File: src/rtl/mux4_rr_arbiter_if.sv
// Request/grant bundle between four requesters, the arbiter and the 4:1 mux it steers.
// The master side drives requests; the slave side (arbiter) returns grant, select and busy.
interface mux4_rr_arbiter_if;
  logic [3:0] req;
  logic [3:0] gnt;
  logic       s1;
  logic       s0;
  logic       busy;

  modport master (
    output req,
    input  gnt,
    input  s1,
    input  s0,
    input  busy
  );

  modport slave (
    input  req,
    output gnt,
    output s1,
    output s0,
    output busy
  );
endinterface

File: src/rtl/mux4_rr_arbiter.sv
// Round-robin arbiter steering a mux4to1: four level requests, bounded hold time,
// registered one-hot grant plus binary select {s1,s0}.
//
//   state | meaning
//   ------+-----------------------------------------------------------
//   IDLE  | no owner; gnt = 0, select holds the last owner's index
//   GRANT | requester own[1:0] owns the mux; hcnt counts its cycles
module mux4_rr_arbiter #(
  parameter int MAX_HOLD = 8
) (
  input  logic              clk,
  input  logic              rst_n,
  mux4_rr_arbiter_if.slave  arb
);

  typedef enum logic {IDLE, GRANT} state_t;

  localparam logic [3:0] HOLD_LAST = 4'(MAX_HOLD - 1);

  state_t     state, nxt_state;
  logic [1:0] own, nxt_own;
  logic [1:0] last;
  logic [3:0] hcnt, nxt_hcnt;
  logic [3:0] own_mask;
  logic [3:0] req_oth;
  logic [1:0] pick_any, pick_oth;
  logic       others;

  // First set bit in the order base+1, base+2, base+3, base (mod 4).
  function automatic logic [1:0] rr_pick(input logic [3:0] r, input logic [1:0] base);
    logic [1:0] idx;
    rr_pick = base;
    for (int k = 4; k >= 1; k--) begin
      idx = base + 2'(k);
      if (r[idx]) rr_pick = idx;
    end
  endfunction

  always_comb begin
    own_mask = 4'b0001 << own;
    req_oth  = arb.req & ~own_mask;
    others   = |req_oth;
    pick_any = rr_pick(arb.req, last);
    pick_oth = rr_pick(req_oth, last);
  end

  always_comb begin
    nxt_state = state;
    nxt_own   = own;
    nxt_hcnt  = hcnt;
    case (state)
      IDLE: begin
        if (|arb.req) begin
          nxt_state = GRANT;
          nxt_own   = pick_any;
          nxt_hcnt  = 4'd0;
        end
      end
      GRANT: begin
        if (arb.req[own]) begin
          if (hcnt < HOLD_LAST) begin
            nxt_hcnt = hcnt + 4'd1;
          end else if (others) begin
            nxt_own  = pick_oth;
            nxt_hcnt = 4'd0;
          end
        end else if (others) begin
          nxt_own  = pick_oth;
          nxt_hcnt = 4'd0;
        end else begin
          nxt_state = IDLE;
        end
      end
      default: nxt_state = IDLE;
    endcase
  end

  // Outputs are loaded from the next-state values so they change on the same edge as the owner.
  always_ff @(posedge clk) begin
    if (!rst_n) begin
      state    <= IDLE;
      own      <= 2'd0;
      last     <= 2'd3;
      hcnt     <= 4'd0;
      arb.gnt  <= 4'b0000;
      arb.s1   <= 1'b0;
      arb.s0   <= 1'b0;
      arb.busy <= 1'b0;
    end else begin
      state <= nxt_state;
      own   <= nxt_own;
      hcnt  <= nxt_hcnt;
      if (nxt_state == GRANT) begin
        last     <= nxt_own;
        arb.gnt  <= 4'b0001 << nxt_own;
        arb.s1   <= nxt_own[1];
        arb.s0   <= nxt_own[0];
        arb.busy <= 1'b1;
      end else begin
        arb.gnt  <= 4'b0000;
        arb.busy <= 1'b0;
      end
    end
  end

endmodule

File: src/flat_wrapper.sv
// flat-port wrapper written by rule: the top's interface ports become plain ports
module mux4_rr_arbiter_flat 
#(
  parameter int MAX_HOLD = 8
)
  (clk, rst_n, arb_req, arb_gnt, arb_s1, arb_s0, arb_busy);
  mux4_rr_arbiter_if arb_i ();
  input  logic clk;
  input  logic rst_n;
  input wire logic [$bits(arb_i.req)-1:0] arb_req;
  output wire logic [$bits(arb_i.gnt)-1:0] arb_gnt;
  output wire logic [$bits(arb_i.s1)-1:0] arb_s1;
  output wire logic [$bits(arb_i.s0)-1:0] arb_s0;
  output wire logic [$bits(arb_i.busy)-1:0] arb_busy;
  assign arb_i.req = arb_req;
  assign arb_gnt = arb_i.gnt;
  assign arb_s1 = arb_i.s1;
  assign arb_s0 = arb_i.s0;
  assign arb_busy = arb_i.busy;
  mux4_rr_arbiter #(.MAX_HOLD(MAX_HOLD)) u_core (.clk(clk), .rst_n(rst_n), .arb(arb_i));
endmodule
File: config.mk
export PLATFORM = sky130hd
export DESIGN_NAME = mux4_rr_arbiter_flat
export DESIGN_NICKNAME = d
export VERILOG_FILES = /design/src/rtl/mux4_rr_arbiter_if.sv /design/src/rtl/mux4_rr_arbiter.sv /design/src/flat_wrapper.sv
export SDC_FILE = /design/constraint.sdc
export NUM_CORES = 1
export LEC_CHECK = 0
export ABC_AREA = 1
export CAP_MARGIN = 20
export CORE_ASPECT_RATIO = 0.6
export CORE_MARGIN = 10
export CORE_UTILIZATION = 35
export DETAILED_ROUTE_END_ITERATION = 6
export PLACE_DENSITY = 0.59
export REMOVE_ABC_BUFFERS = 1
export SLEW_MARGIN = 0
export SYNTH_ARGS = -nofsm -noshare
export SYNTH_HDL_FRONTEND = slang
export SYNTH_SLANG_ARGS = --single-unit
export TNS_END_PERCENT = 30
File: constraint.sdc
create_clock -name clk -period 2 [get_ports clk]
set_clock_uncertainty 0.15 [all_clocks]
set_input_delay 0.2 -clock clk [delete_from_list [all_inputs] [get_ports clk]]
set_output_delay 0.2 -clock clk [all_outputs]
set_load 0.05 [all_outputs]
Word level (Yosys, flattened, before mapping)
Cells that the tools add are included.
{"block": "word_totals", "out_inout_bits": 7, "elab_cells": 61, "inputBits": 6, "ff_bits": 16}
{"block": "classes", "n_reduce_logical": 3, "shifts": 2, "n_eq_ne": 1, "mux": 35, "n_bitwise": 3, "addsub": 4, "magnitude_cmp": 5}
{"op": "two-way mux 2 bit", "n": 10}
{"op": "two-way mux 4 bit", "n": 4}
{"op": "binary-select mux 1 bit (select 2 bit)", "n": 7}
{"op": "less-than comparator 2 x 3 -> 1 bit (second input constant)", "n": 4}
{"op": "two-way mux 1 bit", "n": 11}
{"op": "one-hot mux 4 bit (2 select lines)", "n": 1}
{"op": "OR reduction 4 bit", "n": 2}
{"op": "<< shifter 1 x 2 -> 4 bit (first input constant)", "n": 2}
{"op": "adder 2 bit (second input constant)", "n": 2}
{"op": "adder 4 x 1 -> 4 bit (second input constant)", "n": 1}
{"op": "AND 4 bit", "n": 1}
{"op": "less-than comparator 4 x 3 -> 1 bit (second input constant)", "n": 1}
{"op": "inverter 4 bit", "n": 1}
{"op": "one-hot mux 2 bit (2 select lines)", "n": 1}
{"op": "adder 2 x 1 -> 2 bit (second input constant)", "n": 1}
{"op": "inequality test 2 x 1 -> 1 bit (second input constant)", "n": 1}
{"op": "one-hot mux 1 bit (2 select lines)", "n": 1}
{"op": "AND reduction 2 bit", "n": 1}
{"op": "inverter 1 bit", "n": 1}

Longest topological paths before layout
{"block": "depth", "depth_word": 13, "depth_mapped": 15, "depth_no_buf": 14}

Least setup slack after synthesis
Ideal clock, no wire load.
{"block": "synth_path", "path_type": "reg2reg", "start": "reg u_core.state", "end": "reg u_core.arb.gnt[0]", "stages_incl_launch_ff": 7, "t_arrival_ns": 1.452, "required_ns": 1.736, "path_slack_ns": 0.283, "n_path_buf": 0, "synth_period_minus_slack_ns": 1.717, "setup_time_ns": 0.114, "path_cell_list": "dfxtp_1 > inv_1 > and3_1 > a22oi_2 > nand2_2 > nand2_2 > nor2_1"}
{"block": "synth_between", "elab_chain_cells": 3, "elab_cells_between_ends": 5, "classes_between": "1 x shift; 2 x mux; 1 x bitwise; 1 x reduce/logical"}
{"element": "start: declaration", "line_no": "mux4_rr_arbiter.sv:20", "rtl": "state_t state, nxt_state;"}
{"element": "start signal: assignment", "line_no": "mux4_rr_arbiter.sv:90", "rtl": "state <= nxt_state;"}
{"element": "inverter 1 bit", "line_no": "mux4_rr_arbiter.sv:51", "rtl": "case (state)"}
{"element": "one-hot mux 2 bit (2 select lines) or one-hot mux 1 bit (2 select lines) (tied branches)", "line_no": "mux4_rr_arbiter.sv:51"}
{"element": "<< shifter 1 x 2 -> 4 bit or AND reduction 2 bit (tied branches)"}
{"element": "end signal: assignment", "line_no": "mux4_rr_arbiter.sv:95", "rtl": "arb.gnt <= 4'b0001 << nxt_own;"}
{"element": "end: declaration", "line_no": "mux4_rr_arbiter_if.sv:20", "rtl": "output gnt,"}
Several ways; a longest one is shown, not always the timed one.
A chain may end at the register's enable or synchronous reset.

Worst setup path in the final report
{"block": "layout_path", "start": "in arb_req[0]", "end": "reg u_core.arb.s0"}
{"block": "layout_between", "elab_chain_cells": 10, "elab_cells_between_ends": 32, "classes_between": "29 x mux; 1 x bitwise; 2 x reduce/logical"}
{"element": "start: declaration", "line_no": "flat_wrapper.sv:10", "rtl": "input wire logic [$bits(arb_i.req)-1:0] arb_req;"}
{"element": "AND 4 bit", "line_no": "mux4_rr_arbiter.sv:41", "rtl": "req_oth = arb.req & ~own_mask;"}
{"element": "binary-select mux 1 bit (select 2 bit)", "line_no": "mux4_rr_arbiter.sv:35", "rtl": "if (r[idx]) rr_pick = idx;"}
{"element": "two-way mux 1 bit (not written as such)", "line_no": "mux4_rr_arbiter.sv:35"}
{"element": "two-way mux 2 bit (3 in series)", "line_no": "mux4_rr_arbiter.sv:35"}
{"element": "two-way mux 2 bit", "line_no": "mux4_rr_arbiter.sv:63, mux4_rr_arbiter.sv:67"}
{"element": "two-way mux 2 bit", "line_no": "mux4_rr_arbiter.sv:61", "rtl": "if (hcnt < HOLD_LAST) begin"}
{"element": "two-way mux 2 bit", "line_no": "mux4_rr_arbiter.sv:60", "rtl": "if (arb.req[own]) begin"}
{"element": "one-hot mux 2 bit (2 select lines)", "line_no": "mux4_rr_arbiter.sv:51"}
{"element": "end signal: assignment", "line_no": "mux4_rr_arbiter.sv:97", "rtl": "arb.s0 <= nxt_own[0];"}
{"element": "end: declaration", "line_no": "mux4_rr_arbiter_if.sv:22", "rtl": "output s0,"}
Several ways; a longest one is shown, not always the timed one. The select of a mux whose other input is x is not followed.

==> key figures <==
Die
  • Row Count: 14
  • Die area: 5400 um2
  • I/O Pins: 13
  • Initial Util: about 38%
  • Core footprint: about 2600 um2
  • Chip height: 61.1 um
  • Die Span X: between 80 and 90 um

Place
  • IO buf count: 12
  • Routability cong.: 0.841
  • Post-place setup slack: -0.137 ns
  • DP Area: about 1200 um2
  • Hpwl dp: around 2200 um

CTS
  • Worst-path clk slew: ~0.060 ns
  • Clock sinks: 15
  • Skew-Pair Late Insertion Delay: approximately 0.25 ns
  • Hold-fix buffers at CTS: 0
  • CTS tree: done
  • Clock buffer depth: 2
  • Root buf cell: clkbuf_8
  • Number of CTS-inserted buffers: 3
  • H-tree Lvls: 1

Setup path
  • CP arrival: 1.87 ns
  • CP startpoint: arb_req[0]
  • Setup crit start kind: primary input
  • R2R cell count: 14
  • Req. time, crit path: around 2 ns
  • Crit end category: flip-flop
  • Critical Path Fanout Max: 5
  • Crit path kind: in2reg
  • Reg2reg start: u_core.own[0]

Global routing
  • Total track usage: 10.4%
  • Wire length of the first global-routing pass: 4480 um
  • GRT Residual Overflow: 0
  • Vias in the first global route: 1026
  • Initial antenna violation count: 0
  • Largest net degree at the start of global routing: 11

Layout
  • Diode count: 0
  • Proportion of layout cells with a drive suffix above 1: about 22%
  • Layout area overhead: 31.2%
  • Final nets: between 150 and 200
  • Final Util: ~50%
  • Final instance area: 1290 um2

Logic synthesis
  • Seq/Total Area, Yosys: 30.5%
  • Area of the mapped netlist: a little under 1000 um2
  • Synth unique cells: 22
  • Number of flops mapped to enable cells by yosys: 0
  • Synth cell count leaders: nand2_1, nand3_1, dfxtp_1, nor2_1, inv_1
  • Seq cells post-synth: 15
  • Main synth FF type: dfxtp_1
  • Synth top area share: a little under a third
  • Count leader, synth: nand2_1
  • Area leader, netlist: dfxtp_1
  • Syn Inst Count: ~160
  • FFs w/ async S/R, synth: 0%
  • YS warnings: 0
  • Syn_area_per_cell: between 6 and 7 um2
  • Synth area leaders: dfxtp_1, nand2_1, nand3_1

Timing
  • Tcrit/Tclk final: around nine tenths
  • Final setup viols: 0
  • Tmin final: 1.83 ns
  • Slew HR: 66.4%
  • Max Clk Rate: about 550 MHz
  • Final slew viol count: 0
  • Hold Vio Cnt, Final: 0
  • Final WS setup: between 0.15 and 0.2 ns
  • Unrepaired setup endpoints after global routing: no
  • Slew @ Worst Pin: roughly 0.5 ns

Hold path
  • Hold Path Class: reg2reg
  • Min-delay src: u_core.arb.s1
  • Hold path depth: 2

Power
  • PnR Total Power: between 2000 and 2500 uW
  • Switch share: just over 50%
  • Clock share of power: ~12%
  • Logic gate share of total power: between 60% and 70%
  • P_sw: around 1100 uW
  • Sequential Power Share: between 20 and 25%
  • Leak: 0.000660 uW
  • Internal: around 1100 uW
  • Peak supply drop: between 0.8 and 0.9 mV
  • Power Density: 1670 nW/um2

Job
  • Max_cap viols: 0

Route
  • WL/cell: roughly 12 um
  • DRC viols: 0
  • Post-DRT Antenna Nets: 0
  • Vias per cell: between 5 and 6
  • First-pass iteration count of the detailed router: 4
  • 1st-iter DRT viols: between 100 and 150
  • WL final: between 2000 and 3000 um
  • Via count: around 1100

Run status
  • Status: completed
area by class of cell:
| cell class | instances | area (um2) |
|---|---|---|
| fillers | 254 | 1300 |
| inverters | 19 | 71.3 |
| well taps | 32 | 40.0 |
| clock inverters | 1 | 5.00 |
| multi-input cells | 127 | 602 |
| clock buffers | 3 | 41.3 |
| flip-flops and latches | 15 | 303 |
| repair buffers | 25 | 228 |
metal layers:
layer | part of all wire (%) | routed length, um | vias to the layer above | track usage, %
li1 | - | - | 580 | -
met1 | 51 | 1400 | 489 | 14.2
met2 | 39 | 1060 | 40 | 14.6
met3 | 9.9 | 272 | 2 | 4.48
met4 | 0.91 | 25 | 0 | 2.29
met5 | 0 | 0 | - | 0
metrics by stage:
stage	instances	hold WS [ns]	TNS, ns
CTS	222	0.325	0
global route	222	0.345	0
finish	222	0.322	0
detailed placement	218	0.312	-0.920
floorplan	161	0.134	0
global placement	218	0.308	-0.426
cell usage in the layout, fill, tap and decap left out:
cell type	instances
nand4_1	2
nor3b_1	1
nand3_1	24
clkbuf_8	3
and3_1	1
nand2_1	57
dfxtp_1	13
nand2_2	8
buf_4	13
inv_2	7
inv_1	12
a21oi_1	6
nor2_1	12
o21ai_1	2
clkdlybuf4s50_1	11
dfxtp_2	2
ha_1	1
clkinv_2	1
nor2_2	3
a22oi_2	1
buf_12	1
o21bai_1	1
o211ai_1	1
a21oi_2	3
a31oi_1	1
o21ai_0	3
logic make-up after synthesis:
kind of cell               share of synthesized area, %
AOI/OAI and AO/OA                                  11.3
adders and majority gates                          1.27
buffers and inverters                              9.16
DFF                                                30.5
and+or+nand+nor                                    47.7
worst max-delay path, stage by stage:
cell and delay [ns]:
clkdlybuf4s50_1 0.59, inv_1 0.09, nand2_1 0.07, nand2_1 0.06, nor2_2 0.13, nand2_2 0.09
nand2_2 0.09, nand2_1 0.06, nor2_1 0.14, a21oi_2 0.05, nand2_2 0.10, nand2_2 0.08
a21oi_2 0.11
timing repair:
action | 4_1_cts | 5_1_grt
resized for setup | 0 | 5
buffers inserted | 0 | 0
setup endpoints to repair | 0 | 8
sequential cells by signal (all words and copies together) (netlist names):
signal          count
u_core.arb.gnt      4
u_core.arb.s0       1
u_core.arb.s1       1
u_core.hcnt         4
u_core.last         2
u_core.own          2
u_core.state        1
power by group through the flow:
stage | registers [uW] | logic (uW) | clock network, uW
after floorplan | 666 | 765 | 0
after global placement | 488 | 1370 | 0
after detailed placement | 491 | 1390 | 0
after CTS | 485 | 1400 | 256
after global routing | 505 | 1580 | 264
final | 491 | 1410 | 249
path summary, 6_finish.rpt:
check                 endpoint  slack [ns]
min reg2reg      u_core.arb.s1        0.32
min              u_core.arb.s1        0.32
max              u_core.arb.s0        0.17
max reg2reg  u_core.arb.gnt[1]        0.20
Note: power is estimated with default switching activity, not from simulation.
